### src/rtl/led_ctrl_pkg.sv
// ----------------------------------------------------------------------------
// led_ctrl_pkg
//   Shared types and constants for the 4-LED pattern sequencer.
//   - led_mode_e   : pattern mode (FLOW_L, FLOW_R, BLINK, BOUNCE)
//   - PAT_*        : pattern loaded when a mode is entered
//   - SPEED_W      : width of the speed level
//   - CNT_MAX_DEF  : default base-tick prescaler terminal count (25 ms @ 50 MHz)
//   - DIV_MAX_DEF  : default base ticks per step at speed 0
//   - mode_init()  : initial pattern of a mode
//   - is_onehot()  : pattern legality check for the shifting modes
// ----------------------------------------------------------------------------
package led_ctrl_pkg;

    typedef enum logic [1:0] {
        FLOW_L = 2'd0,
        FLOW_R = 2'd1,
        BLINK  = 2'd2,
        BOUNCE = 2'd3
    } led_mode_e;

    localparam int          SPEED_W     = 2;
    localparam int          LED_W       = 4;
    localparam logic [24:0] CNT_MAX_DEF = 25'd1_249_999;
    localparam logic [3:0]  DIV_MAX_DEF = 4'd8;

    localparam logic [LED_W-1:0] PAT_FLOW_L = 4'b0001;
    localparam logic [LED_W-1:0] PAT_FLOW_R = 4'b1000;
    localparam logic [LED_W-1:0] PAT_BLINK  = 4'b1111;
    localparam logic [LED_W-1:0] PAT_BOUNCE = 4'b0001;

    function automatic logic [LED_W-1:0] mode_init(input led_mode_e mode);
        logic [LED_W-1:0] pat;
        case (mode)
            FLOW_L:  pat = PAT_FLOW_L;
            FLOW_R:  pat = PAT_FLOW_R;
            BLINK:   pat = PAT_BLINK;
            BOUNCE:  pat = PAT_BOUNCE;
            default: pat = PAT_FLOW_L;
        endcase
        return pat;
    endfunction

    function automatic logic is_onehot(input logic [LED_W-1:0] pat);
        return (pat != 4'd0) && ((pat & (pat - 4'd1)) == 4'd0);
    endfunction

endpackage

### src/rtl/led_tick_gen.sv
// ----------------------------------------------------------------------------
// led_tick_gen
//   Step timebase: a free-running prescaler produces a base tick every
//   CNT_MAX+1 clocks; a divider counts base ticks and strobes step_o every
//   (DIV_MAX >> speed) ticks (8/4/2/1 at speeds 0..3 with DIV_MAX = 8).
// Ports
//   sys_clk    in   system clock
//   sys_rst_n  in   asynchronous active-low reset
//   speed_i    in   speed level 0..3
//   clr_i      in   clears both counters and masks the strobe this cycle
//   step_o     out  combinational 1-cycle step strobe
// ----------------------------------------------------------------------------
module led_tick_gen
    import led_ctrl_pkg::*;
#(
    parameter logic [24:0] CNT_MAX = CNT_MAX_DEF,
    parameter logic [3:0]  DIV_MAX = DIV_MAX_DEF
) (
    input  logic               sys_clk,
    input  logic               sys_rst_n,
    input  logic [SPEED_W-1:0] speed_i,
    input  logic               clr_i,
    output logic               step_o
);

    logic [24:0] cnt_q;
    logic [3:0]  div_cnt_q;
    logic        base_tick;
    logic [3:0]  div_last;

    assign base_tick = (cnt_q == CNT_MAX);
    // DIV_MAX is a power of two, so the shift gives 8,4,2,1 ticks per step.
    assign div_last  = (DIV_MAX >> speed_i) - 4'd1;
    // A key press in the same cycle wins over the step.
    assign step_o    = base_tick && (div_cnt_q == div_last) && !clr_i;

    // NOTE: non-blocking assignments for all state, so every register samples
    // pre-edge values regardless of statement order.
    always_ff @(posedge sys_clk or negedge sys_rst_n) begin
        if (!sys_rst_n) begin
            cnt_q     <= '0;
            div_cnt_q <= '0;
        end else if (clr_i) begin
            cnt_q     <= '0;
            div_cnt_q <= '0;
        end else begin
            cnt_q <= base_tick ? 25'd0 : cnt_q + 25'd1;
            if (base_tick) begin
                div_cnt_q <= (div_cnt_q == div_last) ? 4'd0 : div_cnt_q + 4'd1;
            end
        end
    end

endmodule

### src/rtl/led_pattern_ctrl.sv
// ----------------------------------------------------------------------------
// led_pattern_ctrl
//   Sequencer for the 4-LED bank. Key pulses select the pattern mode and the
//   step speed; led_tick_gen paces the steps; the pattern drives active-low
//   LED pins from a register so the pins never see combinational glitches.
// Ports
//   sys_clk    in   1  system clock
//   sys_rst_n  in   1  asynchronous active-low reset
//   key_mode   in   1  1-cycle pulse: advance mode (wraps 3 -> 0)
//   key_speed  in   1  1-cycle pulse: advance speed level (wraps 3 -> 0)
//   duty       in   4  PWM brightness (only with LED_PWM_DIM_EN)
//   led_out    out  4  LED pins, active-low (0 = lit)
//   mode_out   out  2  current mode
//   speed_out  out  2  current speed level
//   step_out   out  1  1-cycle pulse, coincident with the new pattern
// Configuration
//   LED_PWM_DIM_EN : adds the duty port and a free-running 4-bit PWM counter;
//                    an LED is lit only while pwm_cnt < duty.
// ----------------------------------------------------------------------------
module led_pattern_ctrl
    import led_ctrl_pkg::*;
#(
    parameter logic [24:0] CNT_MAX = CNT_MAX_DEF,
    parameter logic [3:0]  DIV_MAX = DIV_MAX_DEF
) (
    input  logic         sys_clk,
    input  logic         sys_rst_n,
    input  logic         key_mode,
    input  logic         key_speed,
`ifdef LED_PWM_DIM_EN
    input  logic [3:0]   duty,
`endif
    output logic [3:0]   led_out,
    output logic [1:0]   mode_out,
    output logic [1:0]   speed_out,
    output logic         step_out
);

    led_mode_e          mode_q, mode_d;
    logic [SPEED_W-1:0] speed_q, speed_d;
    logic [LED_W-1:0]   pattern_q, pattern_d;
    logic               dir_up_q, dir_up_d;
    logic               step_q;
    logic [LED_W-1:0]   led_q, led_d;
    logic               step_w;
    logic               key_any;

    assign key_any = key_mode | key_speed;

    led_tick_gen #(
        .CNT_MAX (CNT_MAX),
        .DIV_MAX (DIV_MAX)
    ) u_tick_gen (
        .sys_clk   (sys_clk),
        .sys_rst_n (sys_rst_n),
        .speed_i   (speed_q),
        .clr_i     (key_any),
        .step_o    (step_w)
    );

`ifdef LED_PWM_DIM_EN
    logic [3:0] pwm_cnt_q;
`endif

    // NOTE: every variable gets a default first so no path leaves one
    // unassigned, which would infer a latch.
    always_comb begin
        mode_d    = mode_q;
        speed_d   = speed_q;
        pattern_d = pattern_q;
        dir_up_d  = dir_up_q;

        if (key_speed) begin
            speed_d = speed_q + 2'd1;
        end

        if (key_mode) begin
            mode_d    = led_mode_e'(mode_q + 2'd1);
            pattern_d = mode_init(mode_d);
            dir_up_d  = 1'b1;
        end else if (step_w) begin
            // A corrupted pattern restarts the mode on the next step.
            case (mode_q)
                FLOW_L: begin
                    pattern_d = is_onehot(pattern_q) ? {pattern_q[2:0], pattern_q[3]}
                                                     : PAT_FLOW_L;
                end
                FLOW_R: begin
                    pattern_d = is_onehot(pattern_q) ? {pattern_q[0], pattern_q[3:1]}
                                                     : PAT_FLOW_R;
                end
                BLINK: begin
                    // 1111 -> 0000; 0000 and anything illegal -> 1111.
                    pattern_d = (pattern_q == 4'b1111) ? 4'b0000 : PAT_BLINK;
                end
                BOUNCE: begin
                    if (!is_onehot(pattern_q)) begin
                        pattern_d = PAT_BOUNCE;
                        dir_up_d  = 1'b1;
                    end else if (dir_up_q) begin
                        if (pattern_q[3]) begin
                            pattern_d = 4'b0100;
                            dir_up_d  = 1'b0;
                        end else begin
                            pattern_d = pattern_q << 1;
                        end
                    end else begin
                        if (pattern_q[0]) begin
                            pattern_d = 4'b0010;
                            dir_up_d  = 1'b1;
                        end else begin
                            pattern_d = pattern_q >> 1;
                        end
                    end
                end
                default: pattern_d = PAT_FLOW_L;
            endcase
        end

`ifdef LED_PWM_DIM_EN
        led_d = ~(pattern_d & {LED_W{pwm_cnt_q < duty}});
`else
        led_d = ~pattern_d;
`endif
    end

    always_ff @(posedge sys_clk or negedge sys_rst_n) begin
        if (!sys_rst_n) begin
            mode_q    <= FLOW_L;
            speed_q   <= '0;
            pattern_q <= PAT_FLOW_L;
            dir_up_q  <= 1'b1;
            step_q    <= 1'b0;
            led_q     <= ~PAT_FLOW_L;
        end else begin
            mode_q    <= mode_d;
            speed_q   <= speed_d;
            pattern_q <= pattern_d;
            dir_up_q  <= dir_up_d;
            step_q    <= step_w;
            led_q     <= led_d;
        end
    end

`ifdef LED_PWM_DIM_EN
    always_ff @(posedge sys_clk or negedge sys_rst_n) begin
        if (!sys_rst_n) begin
            pwm_cnt_q <= '0;
        end else begin
            pwm_cnt_q <= pwm_cnt_q + 4'd1;
        end
    end
`endif

    assign led_out   = led_q;
    assign mode_out  = mode_q;
    assign speed_out = speed_q;
    assign step_out  = step_q;

endmodule

### config.mk
export PLATFORM = sky130hd
export DESIGN_NAME = led_pattern_ctrl
export DESIGN_NICKNAME = d
export VERILOG_FILES = /design/src/rtl/led_ctrl_pkg.sv /design/src/rtl/led_tick_gen.sv /design/src/rtl/led_pattern_ctrl.sv
export SDC_FILE = /design/constraint.sdc
export NUM_CORES = 1
export LEC_CHECK = 0
export CORE_ASPECT_RATIO = 2
export CORE_MARGIN = 1
export CORE_UTILIZATION = 52
export DETAILED_ROUTE_END_ITERATION = 7
export PLACE_DENSITY = 0.77
export SETUP_SLACK_MARGIN = 0.5
export SYNTH_ARGS = -nofsm -noshare
export SYNTH_HDL_FRONTEND = slang
export SYNTH_SLANG_ARGS = --single-unit
### constraint.sdc
create_clock -name sys_clk -period 3.1 [get_ports sys_clk]
set_clock_uncertainty 0.1 [all_clocks]
set_input_delay 0.62 -clock sys_clk [delete_from_list [all_inputs] [get_ports sys_clk]]
set_output_delay 0.62 -clock sys_clk [all_outputs]
set_load 0.02 [all_outputs]
Yosys cells after proc, flatten, opt, wreduce, memory -nomap -nowiden
Index checks and enable logic that the tools add are counted.
W data, S select, Z words.
{ "word_totals": {"output_inout_bits": 9, "elab_cells": 63, "ff_bits": 43} }
{ "op_classes": {"eq_ne": 9, "n_bitwise": 3, "n_shift": 1, "mux": 23, "addsub": 6, "reduce_logical": 13} }
{ "op_table": {"columns": ["cell", "n"], "rows": [
  ["$mux W25", 2],
  ["$mux W4", 11],
  ["$add A25 B1 Y25 const B", 1],
  ["$eq A25 B21 Y1 const B", 1],
  ["$pmux W4 S4", 1],
  ["$pmux W4 S3", 1],
  ["$eq A2 B2 Y1 const B", 4],
  ["$sub A4 B1 Y4 const B", 2],
  ["$mux W1", 7],
  ["$reduce_bool A2 Y1", 3],
  ["$add A2 B1 Y2 const B", 2],
  ["$add A4 B1 Y4 const B", 1],
  ["$and A4 B4 Y4", 1],
  ["$eq A2 B1 Y1 const B", 2],
  ["$eq A4 B4 Y1", 1],
  ["$eq A4 B4 Y1 const B", 1],
  ["$logic_not A2 Y1", 2],
  ["$logic_not A4 Y1", 1],
  ["$not A4 Y4", 1],
  ["$reduce_bool A4 Y1", 1],
  ["$shr A4 B2 Y4 const A", 1],
  ["$logic_and A1 B1 Y1", 3],
  ["$mux W3", 1],
  ["$reduce_and A2 Y1", 1],
  ["other kinds (3)", 3]
]} }

Logic depth before layout (Yosys ltp)
Gate-level depths: netlist (run 1).
{ "depth": {"ltp_word": 9, "mapped_depth": 8, "ltp_nobuf": 7} }

Hierarchy
From an unflattened synthesis (run 1), not the netlist that was laid out.
{ "unflattened": {"cells_unflattened": 274, "area_unflattened_um2": 2565.0} }
{ "by_module_without_submodules": {"columns": ["mod", "cells_each", "area_each_um2", "n_inst"], "rows": [
  ["led_tick_gen", 174, 1655.3, 1],
  ["led_pattern_ctrl", 100, 909.6, 1]
]} }

Least setup slack after synthesis (run 1)
No wires, ideal clock.
{ "synth_timing": {"path_kind": "register to register", "from": "register u_tick_gen.cnt_q[21]", "to": "register u_tick_gen.div_cnt_q[2]", "stages_incl_launch_ff": 6, "setup_slack_ns": 0.732, "n_path_buf": 0, "setup_time_ns": 0.077, "arrival_time_ns": 2.190, "period_less_slack_ns": 2.368, "cell_sequence": "dfrtp_1 > or4_4 > or3_4 > or2_4 > or4b_1 > a21oi_1"} }
{ "synth_via": {"elab_chain_len": 2} }
{ "synth_rtl": {"columns": ["element", "line_no", "text"], "rows": [
  ["start, declared", "led_tick_gen.sv:26", "logic [24:0] cnt_q;"],
  ["start signal, assigned", "led_tick_gen.sv:47", "cnt_q <= base_tick ? 25'd0 : cnt_q + 25'd1;"],
  ["$eq A25 B21 Y1", "led_tick_gen.sv:31", "assign base_tick = (cnt_q == CNT_MAX);"],
  ["$reduce_bool A2 Y1 (no source line)", null, null],
  ["end signal, assigned", "led_tick_gen.sv:49", "div_cnt_q <= (div_cnt_q == div_last) ? 4'd0 : div_cnt_q + 4'd1;"],
  ["end, declared", "led_tick_gen.sv:27", "logic [3:0] div_cnt_q;"]
]} }
No other way between the ends.
A chain may end at the register's enable or synchronous reset.

Final worst setup path (run 1)
{ "layout_timing": {"from": "register u_tick_gen.cnt_q[10]", "to": "register u_tick_gen.div_cnt_q[3]"} }
The elaborated chain is that of the path after synthesis.

==> results of run 1 <==
synth_stat cells (all sizes together), types with 2 or more instances:
master,instances
a21o,4
nor2,35
o21ai,9
nor4,4
nor3,7
and4,2
o31ai,2
ha,9
buf,3
xnor2,12
nand4,9
inv,13
nand3,13
nand2,22
or2,2
dfstp,5
dfrtp,38
clkbuf,8
and2,2
a21oi,10
a211oi,2
or4b,3
or4,4
and3,2
a2bb2oi,2
or3,2
xor2,17
through the flow:
step | cell area, sq um | power, mW | hold WS (ns)
global route | 2750 | 1.91 | 0.430
floorplan | 2450 | 1.19 | 0.224
CTS | 2710 | 1.80 | 0.396
finish | 2750 | 1.79 | 0.371
detailed placement | 2610 | 1.41 | 0.393
global placement | 2610 | 1.39 | 0.385
where the power goes:
group | internal, mW | switching (mW) | total [mW]
Combinational | 0.282 | 0.367 | 0.649
Clock | 0.203 | 0.186 | 0.389
Sequential | 0.644 | 0.107 | 0.751
routing by layer:
layer	global-route usage	routed length (um)	vias to the layer above
met5	0	0	-
met4	0.113	174	0
met3	0.0278	95	12
met2	0.442	2920	26
met1	0.232	1950	939
li1	-	-	941
critical path, cell delays in order (launching register included):
cell and delay, ns:
dfrtp_1 0.44, nor4_2 0.35, nand4_1 0.27, or4_4 0.64
or4_1 0.51, a21oi_1 0.16
cells by family after synthesis:
family                     after synthesis
AOI/OAI and AO/OA                       42
xor gates and xnor gates                29
adders and majority gates                9
buffers and inverters                   24
DFF                                     43
muxes                                    1
and+or+nand+nor                        114
what timing repair did:
item,4_1_cts,5_1_grt
gates cloned,0,0
pin swaps,1,1
endpoints found under the setup margin,2,5
buffers inserted,0,4
hold buffers,0,0
resized for setup,1,1
sequential cells by signal, summed over array words and instances (netlist names), named ones only:
signal / count
mode_out: 2
led_out: 4
u_tick_gen.cnt_q: 25
dir_up_q: 1
step_out: 1
u_tick_gen.div_cnt_q: 4
speed_out: 2
area by class of cell:
type	count	area, sq um
Fill cell	431	1810
Multi-Input combinational cell	195	1280
Tap cell	55	68.8
Timing Repair Buffer	19	168
Sequential cell	43	1080
Inverter	13	48.8
Clock buffer	8	100
final timing paths:
kind	end	cells after the start
max	u_tick_gen.div_cnt_q[3]$_DFFE_PN0P_	5
min	mode_out[0]$_DFFE_PN0P_	1
max reg2reg	u_tick_gen.div_cnt_q[3]$_DFFE_PN0P_	5
min reg2reg	u_tick_gen.cnt_q[0]$_DFF_PN0_	1
max in group asynchronous	asynchronous set/reset pin	1
min in group sys_clk	u_tick_gen.cnt_q[0]$_DFF_PN0_	1
==> metrics.yaml, run 1 <==
startpoint: "u_tick_gen.cnt_q[10]$_DFF_PN0_"
clk_latency_ns: 0.30
gr-total-overflow: 0
critPathLaunchType: "register"
synthAdderAreaFrac: 0.0460
rsz0062_at_grt: "true"
cts.path.max_buffers: 2
cap_violations: 0
hold_path_class: "input port to asynchronous set/reset pin"
min_period_ns: 2.56
synth.net_count: 275
grt_max_degree: 44
grt_pass1_wl_um: 8680
avgSynthCellArea_sq_um: 9.34
tightestPinTransition_ns: 0.971
drt_iter0_markers: 19
rows: 35
path_max_fanout: 7
clk_pin_slew_worst_paths_ns: 0.08
synth_top_family_by_area: "simple AND/OR/NAND/NOR gates"
synthesis.area_sq_um: 2450
ios: 13
p_leak_nw: 1.16
synth-seq-area-share: 0.442
netlist.area_leader.share: 0.389
synth_edf_count: 0
setup_viol: 0
place_hpwl_um: 3690
final_cell_mix: "38 x dfrtp_1, 35 x nor2_1, 22 x nand2_1, 17 x xor2_1"
run_status: "completed"
synth_top_flop_cell: "dfrtp_1"
synth_cell_type_count: 54
cts_htree_levels: 2
placedCellCount: 321
peakVddDrop_v: 0.000359
hold_viol_final: 0
synth-compound-area-share: 0.115
layout_setup_ws_ns: 0.542
area_delta_synth_final_pct: 12.4
cts_tree: "built"
end_kind: "register"
syn_inst: 262
synthMuxAreaShare: 0.00409
fp.dieW_um: 50.5
antenna_cells: 0
final_core_util: 0.604
final_max_slew_viol_count: 0
portBuffers: 12
route.detailed.drc: 0
drt_pre_antenna_iters: 4
synth_simple_gate_area_share: 0.251
required_ns: 3.22
fin_tns_setup_ns: 0
die_area_sq_um: 5000
antenna_found_initial: 0
async_flop_share: 1.00
yosys_warnings: 0
instances_no_fill: 333
post-route-period-util: 0.825
vias_per_cell: 5.76
initial_core_util: 0.537
worstSetupPathType: "register to register"
synth_top_area_cell: "dfrtp_1"
r2r_slack_ns: 0.54
coreArea_sq_um: 4550
dieHeight_um: 99.0
wl_um: 5140
vias: 1918
power_density_nw_per_um2: 651
cts-root-buf: "clkbuf_8"
synth-xor-area-share: 0.104
numCtsBuffers: 5
worstPathArrival_ns: 2.68
antenna_left: 0
place_congestion: 0.855
post-place-ws_ns: 0.443
wl_per_cell_um: 15.4
clock.fmax_mhz: 391
slew_headroom: 0.352
r2r_start: "u_tick_gen.cnt_q[10]$_DFF_PN0_"
layout.nets: 290
first_global_vias: 1949
clock-sinks: 43
synth_area_leaders: "dfrtp_1 39%, xor2_1 6.1%, dfstp_2 5.4%, nor2_1 5.4%, ha_1 4.6%"
layout_commonest_cell: "dfrtp_1"
drive_gt1_frac: 0.119
synth-seq-cells: 43
grtUsageTotal: 0.231
Note: power is estimated with default switching activity, not from simulation.
==> run 2, diff against run 1 <==
==> constraint.sdc (replaced) <==
create_clock -name sys_clk -period 2.5 [get_ports sys_clk]
set_clock_uncertainty 0.1 [all_clocks]
set_input_delay 0.5 -clock sys_clk [delete_from_list [all_inputs] [get_ports sys_clk]]
set_output_delay 0.5 -clock sys_clk [all_outputs]
set_load 0.02 [all_outputs]
==> metrics.yaml, run 2 (synthesis results as in run 1) <==
required_ns: 2.64  # -0.58 ns
rsz0062_at_grt: "true"
wl_um: 6470  # +26%
cts-root-buf: "clkbuf_8"
setup_viol: 0  # unchanged
final_max_slew_viol_count: 0  # unchanged
final_cell_mix: "37 x dfrtp_1, 25 x buf_4, 21 x nand2_1, 17 x xor2_1, 15 x nor2_1"
grt_pass1_wl_um: 9940  # +15%
vias_per_cell: 6.05  # +5.0%
post-place-ws_ns: 0.134  # -0.310 ns
layout_commonest_cell: "dfrtp_1"
ios: 13  # unchanged
cts_htree_levels: 2  # unchanged
end_kind: "register"
power_density_nw_per_um2: 723  # +11%
clk_pin_slew_worst_paths_ns: 0.08  # about the same
top_register: "u_tick_gen.cnt_q"
coreArea_sq_um: 4550  # unchanged
clk_latency_ns: 0.30  # about the same
drt_iter0_markers: 95  # +76
hold_path_class: "input port to asynchronous set/reset pin"
antenna_left: 0  # unchanged
dieHeight_um: 99.0  # unchanged
rows: 35  # unchanged
fin_tns_setup_ns: 0  # unchanged
portBuffers: 12  # unchanged
power_mw: 2.33  # +30%
cts_tree: "built"
drt_pre_antenna_iters: 4  # unchanged
first_global_vias: 2181  # +12%
gr-total-overflow: 0  # unchanged
grt_max_degree: 44  # unchanged
place_hpwl_um: 3670  # -0.62%
route.detailed.drc: 0  # unchanged
largest_reg_flops: 25  # unchanged
rr_worst_depth: 5  # unchanged
drive_gt1_frac: 0.342  # +0.223
peakVddDrop_v: 0.000560  # +56%
initial_core_util: 0.537  # unchanged
antenna_found_initial: 0  # unchanged
die_area_sq_um: 5000  # unchanged
area_delta_synth_final_pct: 31.7
numCtsBuffers: 5  # unchanged
fp.dieW_um: 50.5  # unchanged
layout.nets: 316  # +9.0%
worstSetupPathType: "register to register"
path_max_fanout: 3  # -4
wl_per_cell_um: 18.0  # +17%
post-route-period-util: 0.955  # +0.130
slew_headroom: 0.633  # +0.280
place_congestion: 0.839  # -1.9%
hold_viol_final: 0  # unchanged
min_period_ns: 2.39  # -0.170 ns
vias: 2172  # +13%
place_area_sq_um: 2680  # +2.8%
r2r_start: "u_tick_gen.cnt_q[4]$_DFF_PN0_"
antenna_cells: 0  # unchanged
cts.path.max_buffers: 2  # unchanged
clock-sinks: 43  # unchanged
r2r_slack_ns: 0.11  # -0.43 ns
critPathLaunchType: "register"
cap_violations: 0  # unchanged
run_status: "completed"
clock.fmax_mhz: 419  # +7.1%
grtUsageTotal: 0.268  # +0.0368
layout_setup_ws_ns: 0.112  # -0.430 ns
tightestPinTransition_ns: 0.551  # -0.420 ns
worstPathArrival_ns: 2.52  # -0.16 ns
p_leak_nw: 1.33  # +14%
r2r_end: "u_tick_gen.div_cnt_q[2]$_DFFE_PN0P_"
final_area_sq_um: 3220  # +17%
[run 2: cell types whose count changed in the layout (fill, tap and decap cells not counted), moves of 4 or more]
cell,delta
nand2_8,+4
buf_6,+4
nor3_1,-4
clkdlybuf4s50_1,-4
buf_4,+18
a21oi_2,+6
nor2_2,+14
a21oi_1,-6
nor2_4,+6
nor2_1,-20
[run 2: timing repair]
| action | CTS | global route |
|---|---|---|
| gates cloned | 4 | 0 |
| resized for setup | 41 | 25 |
| hold buffers | 0 | 0 |
| pin swaps | 6 | 6 |
| setup buffers | 15 | 4 |
| setup endpoints to repair | 39 | 39 |
[run 2: worst max-delay path by stage]
stage                                               from                                   to  slack (ns)
after floorplan           u_tick_gen.cnt_q[21]$_DFF_PN0_  u_tick_gen.div_cnt_q[2]$_DFFE_PN0P_        0.21
after global placement    u_tick_gen.cnt_q[21]$_DFF_PN0_  u_tick_gen.div_cnt_q[2]$_DFFE_PN0P_        0.17
after detailed placement  u_tick_gen.cnt_q[21]$_DFF_PN0_  u_tick_gen.div_cnt_q[2]$_DFFE_PN0P_        0.13
after CTS                 u_tick_gen.cnt_q[21]$_DFF_PN0_  u_tick_gen.div_cnt_q[2]$_DFFE_PN0P_        0.19
after global routing      u_tick_gen.cnt_q[21]$_DFF_PN0_  u_tick_gen.div_cnt_q[2]$_DFFE_PN0P_        0.08
final                      u_tick_gen.cnt_q[4]$_DFF_PN0_  u_tick_gen.div_cnt_q[2]$_DFFE_PN0P_        0.11
[run 2: critical path, cell delays in order, from the launching register on]
cell	delay, ns
dfrtp_1	0.43
or4_4	0.55
or3_4	0.35
or2_4	0.25
or4b_4	0.52
a21oi_2	0.13
[run 2: area by class of cell]
class	count	area [sq um]
multi-input cells	198	1560
fillers	343	1330
flip-flops and latches	43	1080
repair buffers	42	367
clock buffers	5	68.8
well taps	55	68.8
inverters	13	48.8
clock inverters	3	20.0
[run 2: metrics by stage]
step / instances / util / hold WS (ns)
2_1_floorplan: 262 / - / 0.104
3_3_place_gp: 328 / 0.589 / 0.382
3_5_place_dp: 328 / 0.589 / 0.385
4_1_cts: 355 / 0.681 / 0.182
5_1_grt: 359 / 0.707 / 0.212
6_report: 359 / 0.707 / 0.155
[run 2: metal layers]
layer	part of all wire	track usage
met5	0	0
met4	0.048	0.182
met3	0.023	0.0355
met2	0.58	0.505
met1	0.35	0.251
[run 2: where the power goes]
group / switching [mW] / internal [mW] / total, mW
logic: 0.575 / 0.410 / 0.985
registers: 0.0936 / 0.800 / 0.894
clock network: 0.256 / 0.194 / 0.450
